`src/rtl/prueb_mic.sv`:
```
// I2S-style receiver for one MEMS microphone: generates mclk/ws and captures
// DATA_BITS of MSB-first PCM from the selected ws slot.
module prueb_mic #(
   parameter int unsigned CLK_DIV   = 2,
   parameter int unsigned DATA_BITS = 16,
   parameter int unsigned SLOT_BITS = 32,
   parameter logic        CHANNEL   = 1'b0
) (
   input  logic                 clk,
   input  logic                 reset,
   input  logic                 enable,
   input  logic                 dataint,
   output logic                 mclk,
   output logic                 ws,
   output logic [DATA_BITS-1:0] dataout,
   output logic                 done
);

   localparam int unsigned DIV_W = (CLK_DIV > 1) ? $clog2(CLK_DIV) : 1;
   localparam int unsigned POS_W = (SLOT_BITS > 1) ? $clog2(SLOT_BITS) : 1;

   logic [DIV_W-1:0]     div_cnt;
   logic [POS_W-1:0]     bit_pos;
   logic [DATA_BITS-1:0] shift_reg;
   logic                 pend;

   logic tick_c;
   logic rise_c;
   logic fall_c;
   logic capture_c;
   logic last_bit_c;
   logic wrap_c;

   // Edge events and capture window (bit 0 of the slot is the I2S delay bit)
   always_comb begin
      tick_c     = (div_cnt == DIV_W'(CLK_DIV - 1));
      rise_c     = tick_c & ~mclk;
      fall_c     = tick_c & mclk;
      last_bit_c = (bit_pos == POS_W'(DATA_BITS));
      wrap_c     = (bit_pos == POS_W'(SLOT_BITS - 1));
      capture_c  = rise_c && (ws == CHANNEL) &&
                   (bit_pos >= POS_W'(1)) && (bit_pos <= POS_W'(DATA_BITS));
   end

   always_ff @(posedge clk) begin
      if (!reset) begin
         div_cnt   <= '0;
         mclk      <= 1'b0;
         ws        <= 1'b0;
         bit_pos   <= '0;
         shift_reg <= '0;
         dataout   <= '0;
         done      <= 1'b0;
         pend      <= 1'b0;
      end else if (!enable) begin
         div_cnt   <= '0;
         mclk      <= 1'b0;
         ws        <= 1'b0;
         bit_pos   <= '0;
         shift_reg <= '0;
         done      <= 1'b0;
         pend      <= 1'b0;
      end else begin
         // Publish the sample one cycle after its last bit lands in shift_reg
         done <= pend;
         if (pend) begin
            dataout <= shift_reg;
         end
         pend <= capture_c && last_bit_c;

         if (tick_c) begin
            div_cnt <= '0;
            mclk    <= ~mclk;
         end else begin
            div_cnt <= div_cnt + DIV_W'(1);
         end

         // Slot position and ws advance on the falling mclk edge
         if (fall_c) begin
            if (wrap_c) begin
               bit_pos <= '0;
               ws      <= ~ws;
            end else begin
               bit_pos <= bit_pos + POS_W'(1);
            end
         end

         if (capture_c) begin
            shift_reg <= {shift_reg[DATA_BITS-2:0], dataint};
         end
      end
   end

endmodule

```
`config.mk`:
```
export PLATFORM = sky130hd
export DESIGN_NAME = prueb_mic
export DESIGN_NICKNAME = d
export VERILOG_FILES = /design/src/rtl/prueb_mic.sv
export SDC_FILE = /design/constraint.sdc
export NUM_CORES = 1
export LEC_CHECK = 0
export ABC_AREA = 1
export BUFFER_PORTS_ARGS = -buffer_cell sky130_fd_sc_hd__buf_2
export CELL_PAD_IN_SITES_DETAIL_PLACEMENT = 0
export CELL_PAD_IN_SITES_GLOBAL_PLACEMENT = 2
export CORE_UTILIZATION = 32
export DETAILED_ROUTE_END_ITERATION = 8
export PLACE_DENSITY_LB_ADDON = 0.1
export SKIP_CTS_REPAIR_TIMING = 1
export SYNTH_ARGS = -nofsm -noshare
export SYNTH_HDL_FRONTEND = slang
export SYNTH_SLANG_ARGS = --single-unit
```
`constraint.sdc`:
```
create_clock -name clk -period 1.8 [get_ports clk]
set_input_delay 0.18 -clock clk [delete_from_list [all_inputs] [get_ports clk]]
set_output_delay 0.18 -clock clk [all_outputs]
set_load 0.02 [all_outputs]
```
### Word level (Yosys, flattened, before mapping)

Index checks and enable logic that the tools add are counted.

| word-level totals | value |
|---|---|
| flip-flop bits (word level) | 42 |
| word-level logic and storage cells | 29 |
| input bits | 4 |

| cells by class | value |
|---|---|
| mux-type cells | 1 |
| bitwise gates (word level) | 6 |
| reduce and logical (&&, ||, !) cells | 8 |
| equal/unequal tests | 2 |
| magnitude comparators | 2 |
| add/sub/neg operators | 2 |

Operators by type and width:

| cell | count |
|---|---|
| $eq 5x5->1 const B | 2 |
| $reduce_and 2->1 | 3 |
| $add 5x1->5 const B | 1 |
| $ge 5x1->1 const B | 1 |
| $le 5x5->1 const B | 1 |
| $mux 5 | 1 |
| $logic_and 1x1->1 | 4 |
| $not 1->1 | 4 |
| $reduce_or 3->1 | 1 |
| $and 1x1->1 | 2 |
| $add 1x1->1 const B | 1 |

### Depth between registers and ports, before layout

| depth | value |
|---|---|
| depth after elaboration | 6 |
| mapped depth | 9 |
| gate-level depth less buffers | 9 |

### Worst setup path before layout

OpenSTA, ideal clock, no wires.

| path | value |
|---|---|
| kind | register -> register |
| start point | register bit_pos[1] |
| end point | register shift_reg[12] |
| path buffers | 1 |
| slack | 0.451 ns |
| cell stages (with the launch flop) | 9 |
| period minus slack after synthesis | 1.349 ns |
| arrival time | 1.285 ns |
| path through | dfxtp_1 > inv_1 > ha_1 > nor2_1 > nand3_2 > clkbuf_1 > nand4_1 > nand2_1 > nor2_1 |

| between the ends | value |
|---|---|
| longest elaborated chain between the ends | 3 |

Ends and longest elaborated chain:

| what | RTL line | RTL |
|---|---|---|
| start, declared | 23 | `logic [POS_W-1:0] bit_pos;` |
| start signal, assigned | 84 | `bit_pos <= bit_pos + POS_W'(1);` |
| $ge 5x1->1 | 42 | `(bit_pos >= POS_W'(1)) && (bit_pos <= POS_W'(DATA_BITS));` |
| $logic_and 1x1->1 | 41 | `capture_c = rise_c && (ws == CHANNEL) &&` |
| $logic_and 1x1->1 * | 42 |  |
| end signal, assigned | 89 | `shift_reg <= {shift_reg[DATA_BITS-2:0], dataint};` |
| end, declared | 24 | `logic [DATA_BITS-1:0] shift_reg;` |

Every way passes the cells marked *; elsewhere a longest branch is shown, timed or not.
A chain may end at the register's enable or synchronous reset.

### Worst setup path after layout

| path | value |
|---|---|
| start point | register bit_pos[1] |
| end point | register shift_reg[11] |

Same word-level chain as after synthesis.

==> summary.txt <==
Floorplan
  • I/O pin total: 23
  • Die area: around 5700 um2
  • Die height: 75.83 um
  • Core area: 5172 um2
  • Starting density of the core: 33.72%
  • Chip width: between 70 and 80 um
  • Rows: 26

GRT
  • Vias in the first global route: 1261
  • Grt met1 use: 20.48%
  • Total GRT Usage: between 10% and 20%
  • Grt met3 use: approximately 4.8%
  • Global-route wire length before repair: approximately 6.1 mm
  • Largest net degree at the start of global routing: 27
  • Initial antenna violation count: 0
  • Met2 usage: 20.94%
  • Gr busiest metal: met2
  • Total grt overflow: 0

Routing
  • Vias/cell: 4.255
  • WL/cell: 11.22 um
  • Total number of vias: 1400
  • Starting DRT DRC Count: 109
  • Drt pass-1 iters: 4
  • Routed Antenna Nets: 0
  • Remaining DRCs: 0
  • Final wirelength: approximately 3.7 mm

Synthesis
  • Area leader, netlist: dfxtp_1
  • Syn Std Cell Area: 1744 um2
  • Post-synth EDFFs: 0
  • Netlist cell types: 20
  • Avg Cell Area, Syn: ~7.4 um2
  • Yosys reg bits: 42
  • Synthesized instance count: about 240
  • Synthesized Nets: 243
  • Async SR Flop Fraction: 0%
  • Synth top area share: 48.21%
  • Yosys warns: 0
  • Synth area leaders: dfxtp_1, nand2_1, inv_1
  • Top-count cell post-synth: nand2_1
  • Synth Flop Type: dfxtp_1
  • Register area share after synthesis: 48.21%
  • Top post-synthesis cells by count: nand2_1, dfxtp_1, inv_1

STA
  • Final Slew Violations: 0
  • Post-route minimum period: about 1.6 ns
  • Slew at the pin with the worst max-slew slack: 0.4320 ns
  • Fin crit share: 86.46%
  • RSZ-0062 raised after global routing: false
  • Fmax: 642.5 MHz
  • Setup-failing EPs final: 0
  • Skew final: between 0.004 and 0.005 ns
  • Sum of negative setup slack: 0 ns
  • Endpoints failing hold: 0
  • Relative slew margins: 71.11%

Worst setup path
  • CP max FO: 17
  • Startpoint Class: flop
  • Worst endpoint required time: 1.99 ns
  • Crit path buf inv count: 2
  • Max incr delay on CP: 0.37 ns
  • Slowest CP cell: dfxtp_1
  • WS Path Type: flop to flop
  • Crit path max-delay family: simple AND/OR/NAND/NOR gates
  • Worst path arrival time: 1.75 ns
  • CP Capture Type: flop
  • CP Cell Sequence: inv_1, ha_1, nor2_1, nand3_2, nand3_4, nand2_1, inv_1, nor2_1

CTS
  • Root Buffer: clkbuf_8
  • Clk buf depth: 2
  • Inserted Clock Buffers: 5
  • Sink Count: 42
  • Clock Latency Late Sink: 0.29 ns
  • CTS tree: built
  • Clock slew at reported path FFs: 0.08 ns
  • H-tree depth: 2

Cells and area
  • Final instance area: 2032 um2
  • Area taken by multi-input logic gates: 691.9 um2
  • Layout fillers: 549
  • Nets: 268
  • Layout cell share with drive strength beyond 1: 15.06%
  • Area delta synth->final: 16.50%
  • Ant diodes: 0
  • FF+latch area: about 840 um2
  • Layout Cells excl Fill: 329

Power
  • PD cells: 781.9 nW/um2
  • VDD IR max: ~0.32 mV
  • Leak: roughly 0.0009 uW

Placed design
  • Dpl hpwl: between 2 and 3 mm
  • IO Port Bufs: 22
  • Placed Instances: 323
  • Placement-stage cell area: roughly 1900 um2
  • Gp weighted congestion: 0.6849

Worst hold path
  • Class of the worst hold path: input port to flop

Flow run
  • Max Cap Viol: 0

Status
  • Outcome: completed
[placed cells by master (no fill, tap or decap), drive strengths merged]
| master | netlist | routed |
|---|---|---|
| clkbuf | 4 | 6 |
| a21oi | 17 | 17 |
| ha | 4 | 4 |
| dfxtp | 42 | 42 |
| nor3 | 4 | 4 |
| nand2 | 47 | 47 |
| nand3 | 2 | 2 |
| xor2 | 1 | 1 |
| buf | 6 | 28 |
| nor2 | 29 | 29 |
| a31oi | 1 | 1 |
| o21ai | 19 | 19 |
| inv | 43 | 43 |
| nand4 | 16 | 16 |
[final timing paths]
check	endpoint	slack (ns)	from	depth (start not counted)
min reg2reg	done	0.45	pend	2
max	shift_reg[11]	0.24	bit_pos[1]	8
min	done	0.14	enable	3
max reg2reg	shift_reg[11]	0.24	bit_pos[1]	8
[per-stage QoR]
step / utilization, % / hold WS, ns / worst slack, ns / total power, uW
floorplan: - / 0.3184 / 0.4513 / 995.1
detailed placement: 37.69 / 0.4464 / 0.2627 / 1016
CTS: 39.28 / 0.1396 / 0.2518 / 1622
finish: 39.28 / 0.1445 / 0.2437 / 1589
global placement: 37.69 / 0.4351 / 0.3112 / 1017
global route: 39.28 / 0.1683 / 0.07757 / 1669
[area by class of cell]
class                      instances  area share (%)
sequential                        42           41.38
multi-input combinational        140           34.05
inverter                          43           7.943
clock buffer                       6           4.064
tap                               70           4.310
timing repair buffer              28           8.251
[cell families after synthesis]
kind of cell | synth area share, %
AND/OR/NAND/NOR | 25.61
buffers and inverters | 12.12
flip-flops | 48.21
AO/OA/AOI/OAI | 10.69
adder cells (fa/ha/maj) | 2.870
XOR/XNOR | 0.5022
[worst register-to-register path, delay by kind of cell (launching register included)]
family,cells,cell delay [ns]
fa+ha+maj,1,0.19
buf+inv,2,0.16
flops,1,0.37
simple gates,5,0.75
[layer usage]
layer | part of all wire [%] | wire [um]
met1 | 54 | 1978
met2 | 42 | 1554
met3 | 3.0 | 112
met4 | 1.3 | 48
met5 | 0 | 0
[power by group]
group	total [uW]	switching [uW]	internal [uW]
Combinational	59.1	39.9	19.2
Sequential	934	2.92	931
Clock	595	300	296
Total	1590	342	1250
Note: power is estimated with default switching activity, not from simulation.
